## src/rtl/ones_pattern_gen.sv

```systemverilog
// Pattern source for the 7-input ones-counter: for a requested count k, emits
// every WIDTH-bit word with exactly k bits set, in ascending order, one per handshake.
module ones_pattern_gen #(
   parameter int unsigned WIDTH = 7,
   parameter int unsigned CW    = $clog2(WIDTH + 1)
) (
   input  logic             clk,
   input  logic             rst_n,
   input  logic             start,
   input  logic [CW-1:0]    count,
   output logic             busy,
   output logic             out_valid,
   input  logic             out_ready,
   output logic [WIDTH-1:0] out_word,
   output logic             last,
   output logic             done
);

   typedef enum logic [1:0] {
      IDLE,
      SCAN,
      HOLD
   } state_t;

   state_t           state_q, state_d;
   logic [CW-1:0]    k_q, k_d;
   logic [WIDTH-1:0] cand_q, cand_d;
   logic [WIDTH-1:0] word_q, word_d;
   logic             valid_q, valid_d;
   logic             last_q, last_d;
   logic             done_q, done_d;

   logic [WIDTH-1:0] all_ones;
   logic [WIDTH-1:0] top_mask;
   logic             match;

   function automatic logic [CW-1:0] popcount(input logic [WIDTH-1:0] v);
      logic [CW-1:0] n;
      n = '0;
      for (int unsigned i = 0; i < WIDTH; i++) begin
         n = n + CW'(v[i]);
      end
      return n;
   endfunction

   // Largest word with k ones (k ones packed at the top) marks the final pattern.
   assign all_ones = '1;
   assign top_mask = ~(all_ones >> k_q);
   assign match    = (popcount(cand_q) == k_q);

   always_ff @(posedge clk or negedge rst_n) begin
      if (!rst_n) begin
         state_q <= IDLE;
         k_q     <= '0;
         cand_q  <= '0;
         word_q  <= '0;
         valid_q <= 1'b0;
         last_q  <= 1'b0;
         done_q  <= 1'b0;
      end else begin
         state_q <= state_d;
         k_q     <= k_d;
         cand_q  <= cand_d;
         word_q  <= word_d;
         valid_q <= valid_d;
         last_q  <= last_d;
         done_q  <= done_d;
      end
   end

   always_comb begin
      state_d = state_q;
      k_d     = k_q;
      cand_d  = cand_q;
      word_d  = word_q;
      valid_d = valid_q;
      last_d  = last_q;
      done_d  = 1'b0;
      unique case (state_q)
         IDLE: begin
            if (start) begin
               k_d     = count;
               cand_d  = '0;
               state_d = SCAN;
            end
         end
         SCAN: begin
            if (match) begin
               word_d  = cand_q;
               valid_d = 1'b1;
               last_d  = (cand_q == top_mask);
               state_d = HOLD;
            end else begin
               cand_d = cand_q + 1'b1;
            end
         end
         HOLD: begin
            if (out_ready) begin
               valid_d = 1'b0;
               if (last_q) begin
                  last_d  = 1'b0;
                  done_d  = 1'b1;
                  state_d = IDLE;
               end else begin
                  cand_d  = cand_q + 1'b1;
                  state_d = SCAN;
               end
            end
         end
         default: state_d = IDLE;
      endcase
   end

   assign busy      = (state_q != IDLE);
   assign out_valid = valid_q;
   assign out_word  = word_q;
   assign last      = last_q;
   assign done      = done_q;

endmodule

```

## config.mk

```make
export PLATFORM = sky130hd
export DESIGN_NAME = ones_pattern_gen
export DESIGN_NICKNAME = d
export VERILOG_FILES = /design/src/rtl/ones_pattern_gen.sv
export SDC_FILE = /design/constraint.sdc
export NUM_CORES = 1
export LEC_CHECK = 0
export ABC_AREA = 1
export CAP_MARGIN = 30
export CORE_AREA = 8 8 73 75
export CTS_CLUSTER_DIAMETER = 100
export DETAILED_ROUTE_END_ITERATION = 16
export DIE_AREA = 0 0 81 83
export DONT_BUFFER_PORTS = 1
export GPL_TIMING_DRIVEN = 0
export HOLD_SLACK_MARGIN = 0.03
export SKIP_LAST_GASP = 1
export SYNTH_ARGS = -nofsm -noshare
export SYNTH_HDL_FRONTEND = slang
export SYNTH_SLANG_ARGS = --single-unit
```

## constraint.sdc

```tcl
create_clock -name clk -period 4.5 [get_ports clk]
set_input_delay 0.9 -clock clk [delete_from_list [all_inputs] [get_ports clk]]
set_output_delay 0.9 -clock clk [all_outputs]
set_load 0.03 [all_outputs]
```

==> flow_summary.toml, run 1 <==
[clocking]
cts-root-buf = "clkbuf_8"
cts_tree = "built"
h-tree-depth = 1
ctsResizeCount = 0
cts_hold_buf = 0
insertion_delay_ns = 0.27
clock_sinks = 22
clk_pin_slew_worst_paths_ns = 0.09
cts_buffer_depth = 2
post-cts-setup-buffers = 0
numCtsBuffers = 3

[hold_path]
hp-class = "in2async"

[timing]
rsz0062_at_grt = "false"
clock.fmax_mhz = 304
fin_worst_hold_slack_ns = 0.314
fin_crit_ns = 3.29
worst_slack_ns = 1.21
post-route-period-util_pct = 73.1
maxSlewHeadroom_pct = 75.6
maxSlewViolCount = 0
worst_clock_skew_ns = 0.00486
fin_setup_tns_ns = 0
setup_viol = 0
worst_pin_slew_ns = 0.366
finalHoldViolCount = 0

[die]
chipWidth_um = 81
num_rows = 24
die_area_um2 = 6720
io_pins = 18
fp.dieH_um = 83
core_area_um2 = 4200
initial_core_util_pct = 35.4

[placed_design]
place_inst = 231
routabilityCongestion = 0.738
port-buffer-count = 0
post-place-ws_ns = 1.21
place_area_um2 = 1560
dp_hpwl_um = 2330

[route]
dr_total_vias = 1125
first_iter_violations = 49
wl_per_cell_um = 12.6
dr.pass1.iters = 4
vias_per_cell = 4.79
drc_errors = 0
postRouteAntennaNets = 0
wl_um = 2970

[power_and_ir_drop]
power.leakage_nw = 0.788
ir_worst_vdd_mv = 0.190
p_per_area_nw_per_um2 = 692
p_total_mw = 1.13

[job]
max-cap-violations = 0

[global_routing]
track_usage_pct = 9.97
grt_first_pass_wirelength_um = 5330
grt_max_degree = 23
antenna_found_initial = 0
grt_overflow = 0
grt_pass1_vias = 1144

[finish]
final_cell_area_um2 = 1630
nets = 200
antenna_cells = 0
final_cell_mix = "nand2_1 (53), inv_1 (23), dfrtp_1 (22)"
syn_to_final_growth_pct = 9.15
utilization_pct = 38.7
drive_above_1_share_pct = 19.7
final_cells = 235
final_common_cell = "nand2_1"

[synth]
yosys_warnings = 0
synth.distinct_cells = 26
synth_fp_nets = 195
syn_area_um2 = 1490
postSynthCellCount = 179
syn_avg_cell_area_um2 = 8.33
synth-seq-cells = 22
ys_seq_area_share_pct = 36.9

[setup_path]
ff2ff_path_depth = 12
cp_data_arrival_time_ns = 3.49
worst_r2r_startpoint = "cand_q[0]"
cp_num_buf_inv = 3
cpPeakStageDelay_ns = 0.56
crit_end = "cand_q[1]"
cp-start-kind = "flip-flop"
cp-startpoint = "cand_q[0]"
path_cells = "fa_1 > inv_1 > fa_1 > fa_1 > inv_1 > fa_1 > xnor2_4 > nand4_4 > nand2_4 > buf_12 > nand2_2 > o21ai_2"
required_ns = 4.70
cp_max_fo = 10
cp_slowest_cell = "fa_1"
worstSetupPathType = "reg2reg"
crit_top_cell = "fa_1"
regToRegSetupSlack_ns = 1.21
timing.rr.end = "cand_q[1]"
end_kind = "flip-flop"
crit_family = "adder cells"
path_depth = 12

[status]
status = "completed"
## worst register-to-register path: stages, from the launching register on
cell and delay (ns):
dfrtp_1 0.46, fa_1 0.56, inv_1 0.05, fa_1 0.44, fa_1 0.37, inv_1 0.07, fa_1 0.48, xnor2_4 0.22
nand4_4 0.18, nand2_4 0.12, buf_12 0.14, nand2_2 0.06, o21ai_2 0.06
## layer usage
metal | up-vias | GRT usage, % | routed length (µm)
met3 | 5 | 2.48 | 132
met2 | 15 | 16.4 | 1480
met1 | 537 | 11.3 | 1280
li1 | 568 | - | -
met5 | - | 0 | 0
met4 | 0 | 5.69 | 74
## cell usage after synthesis
cell type  count  share of area [%]
o21ai_0        2               0.67
ha_1           5                4.2
buf_12         1                1.3
nor3_1         1               0.34
xnor2_1        1               0.59
inv_1         23                5.8
nand2_4        1               0.76
nand2_2        9                3.8
xnor2_4        1                1.8
mux2_2         1               0.76
inv_6          1               0.59
buf_4          1               0.50
nand2_1       53                 13
a21oi_1        4                1.3
o21ai_1        3                1.0
nand3_1       14                4.7
nand4_4        1                1.4
o21ai_2       12                7.1
nand3b_1       2                1.0
inv_2          1               0.25
nor2_1        10                2.5
nand4_1        3                1.3
fa_1           4                5.4
dfrtp_1       22                 37
buf_6          2                1.5
nor3_4         1                1.1
## sequential cells by signal, summed over array words and instances, names as in the netlist
signal and cells:
cand_q 7, state_q 2, k_q 3, out_word 7, last 1, out_valid 1
done 1
## worst min path at each step
stage             endpoint        from  cells past startpoint  slack, ns
6_report       out_word[3]       rst_n                      0       0.31
3_5_place_dp    state_q[0]  state_q[0]                      2       0.54
5_1_grt        out_word[3]       rst_n                      0       0.30
3_3_place_gp     cand_q[6]   cand_q[6]                      2       0.53
4_1_cts        out_word[3]       rst_n                      0       0.30
2_1_floorplan    cand_q[6]   cand_q[6]                      2       0.50
## report_power, final
| part | total (mW) | internal, mW | switching (mW) |
|---|---|---|---|
| sequential | 0.334 | 0.249 | 0.0850 |
| combinational | 0.603 | 0.233 | 0.371 |
| clock | 0.188 | 0.119 | 0.0687 |
## cell type report
type / instances / area, µm²
Buffer: 4 / 50.0
Clock inverter: 1 / 30.0
Tap cell: 52 / 65.1
Sequential cell: 22 / 551
Multi-Input combinational cell: 128 / 791
Clock buffer: 3 / 41.3
Inverter: 25 / 98.8
Fill cell: 447 / 2580
## cells by family after synthesis
kind of cell	Yosys count	share of synthesized area [%]
muxes	1	0.756
adders and majority gates	9	9.57
buffers and inverters	29	9.99
AOI/OAI and AO/OA	21	10.1
xor gates and xnor gates	2	2.44
DFF	22	36.9
and+or+nand+nor	95	30.2
Power figures use the tool's default switching activity.
==> inputs of run 2 (changes only) <==
- clock period: 4.5 -> 2.7 ns (I/O delays scaled with it)
==> flow_summary.toml, run 2 (synthesis results as in run 1) <==
[setup_path]
cpPeakStageDelay_ns = 0.54
end_kind = "flip-flop"
worstSetupPathType = "reg2reg"
cp_slowest_cell = "fa_1"
required_ns = 2.90
cp-start-kind = "flip-flop"
cp_data_arrival_time_ns = 3.33
cp_num_buf_inv = 3
path_cells = "fa_1 > inv_1 > fa_1 > fa_2 > inv_2 > fa_2 > xnor2_4 > nand4_4 > nand2_4 > buf_12 > nand2_2 > o21ai_2"
crit_family = "adder cells"
cp_max_fo = 10

[timing]
setup_viol = 18
rsz0062_at_grt = "true"
worst_pin_slew_ns = 0.373
worst_clock_skew_ns = 0.0117
maxSlewViolCount = 0
clock.fmax_mhz = 320
maxSlewHeadroom_pct = 75.1
fin_crit_ns = 3.12
worst_slack_ns = -0.424
post-route-period-util_pct = 116
finalHoldViolCount = 0

[status]
violations = "setup timing"
status = "complete, but fails checks"

[clocking]
numCtsBuffers = 3
clock_sinks = 22
clk_pin_slew_worst_paths_ns = 0.08
h-tree-depth = 1
cts_buffer_depth = 2
insertion_delay_ns = 0.27
cts-root-buf = "clkbuf_8"
cts_tree = "built"

[route]
wl_um = 3100
dr_total_vias = 1113
wl_per_cell_um = 12.9
postRouteAntennaNets = 0
vias_per_cell = 4.64
first_iter_violations = 37
drc_errors = 0
dr.pass1.iters = 4

[global_routing]
grt_pass1_vias = 1049
grt_max_degree = 23
grt_overflow = 0
grt_first_pass_wirelength_um = 5240
antenna_found_initial = 0
track_usage_pct = 9.96

[job]
max-cap-violations = 0

[power_and_ir_drop]
p_total_mw = 1.94
power.leakage_nw = 0.811
ir_worst_vdd_mv = 0.408
p_per_area_nw_per_um2 = 1140

[finish]
final_cell_area_um2 = 1700
final_common_cell = "nand2_1"
syn_to_final_growth_pct = 14.2
nets = 205
drive_above_1_share_pct = 26.1
antenna_cells = 0
final_cell_mix = "nand2_1 (52), inv_1 (21), dfrtp_1 (19)"

[die]
chipWidth_um = 81
core_area_um2 = 4200
initial_core_util_pct = 35.4
io_pins = 18
die_area_um2 = 6720
num_rows = 24
fp.dieH_um = 83

[placed_design]
port-buffer-count = 0
routabilityCongestion = 0.794
dp_hpwl_um = 2390
place_area_um2 = 1560

[hold_path]
hp-class = "in2reg"
[run 2: cell count changes in the layout (fill, tap and decap cells not counted), sizes merged]
| cell | previous run | this run |
|---|---|---|
| buf | 4 | 8 |
| dlygate4sd3 | 0 | 1 |
[run 2: report_power, final]
| group | total [mW] | internal (mW) | switching [mW] |
|---|---|---|---|
| logic | 1.07 | 0.421 | 0.645 |
| registers | 0.553 | 0.418 | 0.135 |
| clock network | 0.320 | 0.198 | 0.121 |
[run 2: area by class of cell]
class	instances	area (µm²)
Fill cell	448	2500
Multi-Input combinational cell	128	802
Sequential cell	22	554
Timing Repair Buffer	5	60.1
Tap cell	52	65.1
Buffer	4	50.0
Clock buffer	3	41.3
Clock inverter	1	30.0
Inverter	25	98.8
[run 2: layer usage]
| metal | part of all wire, % | GRT usage [%] | vias to the layer above |
|---|---|---|---|
| li1 | - | - | 581 |
| met1 | 44 | 12.8 | 517 |
| met2 | 51 | 15.5 | 10 |
| met3 | 3.2 | 1.94 | 5 |
| met4 | 2.2 | 4.39 | 0 |
| met5 | 0 | 0 | - |
[run 2: what timing repair did]
item | CTS | global route
setup buffers | 3 | 0
pin swaps | 1 | 0
hold endpoints to repair | 22 | 0
hold buffers | 1 | 0
endpoints found under the setup margin | 18 | 18
resized for setup | 2 | 2
cloned | 0 | 0
[run 2: worst register-to-register path: cells and delay by family, from the launching register on]
kind	cells	cell delay, ns
AOI/OAI and AO/OA	1	0.04
adders and majority gates	4	1.84
and+or+nand+nor	3	0.33
DFF	1	0.43
buffers and inverters	3	0.26
xor gates and xnor gates	1	0.18
[run 2: path summary, 6_finish.rpt]
| check | start | to | slack, ns | cells past startpoint |
|---|---|---|---|---|
| min in group asynchronous | rst_n | out_word[3] | 0.56 | 1 |
| max in group asynchronous | rst_n | cand_q[0] | 1.74 | 2 |
| min reg2reg | cand_q[6] | cand_q[6] | 0.54 | 2 |
| min | count[1] | k_q[1] | 0.42 | 1 |
| max | cand_q[0] | cand_q[6] | -0.42 | 12 |
| max reg2reg | cand_q[0] | cand_q[6] | -0.42 | 12 |
[run 2: per-stage QoR]
step	utilization [%]	cells	setup WS [ns]	hold WS, ns	setup TNS (ns)
5_1_grt	40.5	240	-0.541	0.405	-9.01
6_report	40.5	240	-0.424	0.418	-6.93
2_1_floorplan	-	179	-0.361	0.244	-5.51
3_3_place_gp	37.2	231	-0.515	0.245	-8.16
3_5_place_dp	37.2	231	-0.543	0.245	-8.68
4_1_cts	39.7	239	-0.449	0.412	-7.41
==> inputs of run 3 (changes only) <==
- ABC_AREA: 1 -> default
- CORE_AREA: 8 8 73 75 -> 8 8 71 73
- DIE_AREA: 0 0 81 83 -> 0 0 79 81
- SLEW_MARGIN: default -> 20
==> flow_summary.toml, run 3 <==
[status]
status = "complete, but fails checks"
violations = "setup timing"

[global_routing]
grt_first_pass_wirelength_um = 5840
grt_pass1_vias = 1175
antenna_found_initial = 0
track_usage_pct = 11.3
grt_overflow = 0
grt_max_degree = 23

[placed_design]
place_area_um2 = 1470
port-buffer-count = 0
place_inst = 188
dp_hpwl_um = 2290
routabilityCongestion = 0.803
post-place-ws_ns = -0.823

[job]
max-cap-violations = 0

[setup_path]
end_kind = "flip-flop"
regToRegSetupSlack_ns = -0.66
cp-startpoint = "cand_q[0]"
timing.rr.end = "last"
ff2ff_path_depth = 10
cp-start-kind = "flip-flop"
crit_end = "last"
worstSetupPathType = "reg2reg"
cp_data_arrival_time_ns = 3.52
worst_r2r_startpoint = "cand_q[0]"
cp_max_fo = 3
required_ns = 2.86

[timing]
clock.fmax_mhz = 298
setup_viol = 18
rsz0062_at_grt = "true"
maxSlewViolCount = 0
worst_clock_skew_ns = 0.00198
fin_worst_hold_slack_ns = 0.221
fin_crit_ns = 3.36
worst_pin_slew_ns = 0.482
maxSlewHeadroom_pct = 67.9
post-route-period-util_pct = 124
worst_slack_ns = -0.661
finalHoldViolCount = 0

[route]
postRouteAntennaNets = 0
first_iter_violations = 82
vias_per_cell = 5.39
wl_um = 3180
dr.pass1.iters = 4
wl_per_cell_um = 15.9
dr_total_vias = 1078
drc_errors = 0

[finish]
fillers = 408
final_cell_area_um2 = 1650
final_cells = 200
nets = 167
final_cell_mix = "dfrtp_1 (20), nand2_1 (15), inv_1 (12)"
antenna_cells = 0
drive_above_1_share_pct = 28.0
syn_to_final_growth_pct = 19.0
final_common_cell = "dfrtp_1"

[synth]
synthTopCellsByArea = "dfrtp_1 (40%), fa_1 (5.8%), mux2_2 (5.7%)"
synthMostInstantiatedCell = "dfrtp_1"
yosys_warnings = 0
ys_seq_area_share_pct = 39.6
ys.flop_type = "dfrtp_1"
synth_top_area_cell = "dfrtp_1"
syn_avg_cell_area_um2 = 10.1
postSynthCellCount = 138
synth-seq-cells = 22
synth_fp_nets = 154
postSynth.asyncResetShare_pct = 100
syn_area_um2 = 1390
netlist_top_cells_count = "dfrtp_1 (22), nand2_1 (15), inv_1 (13)"
synth_top_area_share_pct = 39.6
synth.distinct_cells = 38
synth_enable_flop_cells = 0

[clocking]
cts_buffer_depth = 2
clock_sinks = 22
clk_pin_slew_worst_paths_ns = 0.08
h-tree-depth = 1
cts_tree = "built"
numCtsBuffers = 3
cts-root-buf = "clkbuf_8"
insertion_delay_ns = 0.27

[power_and_ir_drop]
pwr-share-comb_pct = 56.5
ir_worst_vdd_mv = 0.600
p_per_area_nw_per_um2 = 1270
p_sw_uw = 935
p_total_mw = 2.10
internal_power_mw = 1.17
clkPwrFrac_pct = 14.8
power.leakage_nw = 0.725
swShare_pct = 44.5
p_seq_share_pct = 28.7

[die]
io_pins = 18
core_area_um2 = 3910
chipWidth_um = 79
num_rows = 23
die_area_um2 = 6400
initial_core_util_pct = 35.5
fp.dieH_um = 81

[hold_path]
hp-class = "in2async"
==> run 3: cell count changes after synthesis, moves of 3 or more <==
cell and change:
nand2_1 -38, o21ai_2 -12, inv_1 -10, nand2_2 -9
o21ai_0 +8, nand3_1 -7, mux2_2 +6, nor2_1 -5
and3_1 +3, nand2b_1 +3
==> run 3: power groups by stage <==
stage               clock network [mW]  logic [mW]  registers, mW
floorplan                            0       0.762          0.593
global placement                     0       0.885          0.621
detailed placement                   0       0.909          0.628
CTS                              0.321        1.10          0.601
global route                     0.337        1.32          0.621
finish                           0.312        1.19          0.603
==> run 3: layout make-up <==
type                       instances  area [µm²]  area share, %
tap                               50        62.6           3.78
sequential                        22         553           33.4
clock buffer                       3        41.3           2.50
inverter                          13        48.8           2.95
multi-input combinational         96         796           48.1
buffer                             7        57.6           3.48
timing repair buffer               8        65.1           3.93
clock inverter                     1        30.0           1.82
==> run 3: through the flow <==
step	utilization [%]	TNS (ns)
2_1_floorplan	-	-7.46
3_3_place_gp	37.5	-10.80
3_5_place_dp	37.5	-11.43
4_1_cts	41.4	-10.36
5_1_grt	42.3	-13.19
6_report	42.3	-10.15
==> run 3: routing by layer <==
| metal | global-route usage (%) | vias up | part of all wire [%] |
|---|---|---|---|
| li1 | - | 509 | - |
| met5 | 0 | - | 0 |
| met1 | 14.3 | 544 | 45 |
| met3 | 4.08 | 2 | 6.3 |
| met4 | 2.59 | 0 | 0.38 |
| met2 | 18.2 | 23 | 48 |
==> run 3: what timing repair did <==
item                                    in CTS  in global routing
pin swaps                                    6                  3
endpoints found under the setup margin      18                 18
endpoints found under the hold margin       22                  0
buffers inserted                             6                  1
resized for setup                            8                  7
hold buffers                                 1                  0
gates cloned                                 0                  0
==> run 3: kinds of logic after synthesis <==
kind of cell,after synthesis,share of synthesized area [%]
simple gates,45,18.5
compound gates,30,14.4
xor+xnor,3,2.43
mux,9,7.20
fa+ha+maj,9,10.3
flops,22,39.6
buf+inv,20,7.65
==> run 3: worst min-delay path by stage <==
stage,end,startpoint,slack [ns],depth (start not counted)
5_1_grt,out_word[5],rst_n,0.26,1
4_1_cts,k_q[2],count[2],0.41,1
6_report,cand_q[3],rst_n,0.22,1
3_5_place_dp,out_word[0],rst_n,0.25,0
3_3_place_gp,out_word[1],rst_n,0.25,0
2_1_floorplan,cand_q[0],rst_n,0.24,0
==> run 3: critical path: stages, from the launching register on <==
cell and delay, ns:
dfrtp_2 0.44, fa_1 0.53, inv_1 0.05, fa_1 0.45
fa_2 0.35, inv_2 0.06, fa_1 0.44, xnor2_2 0.24
nand3_2 0.18, a21oi_4 0.22, mux2_4 0.31
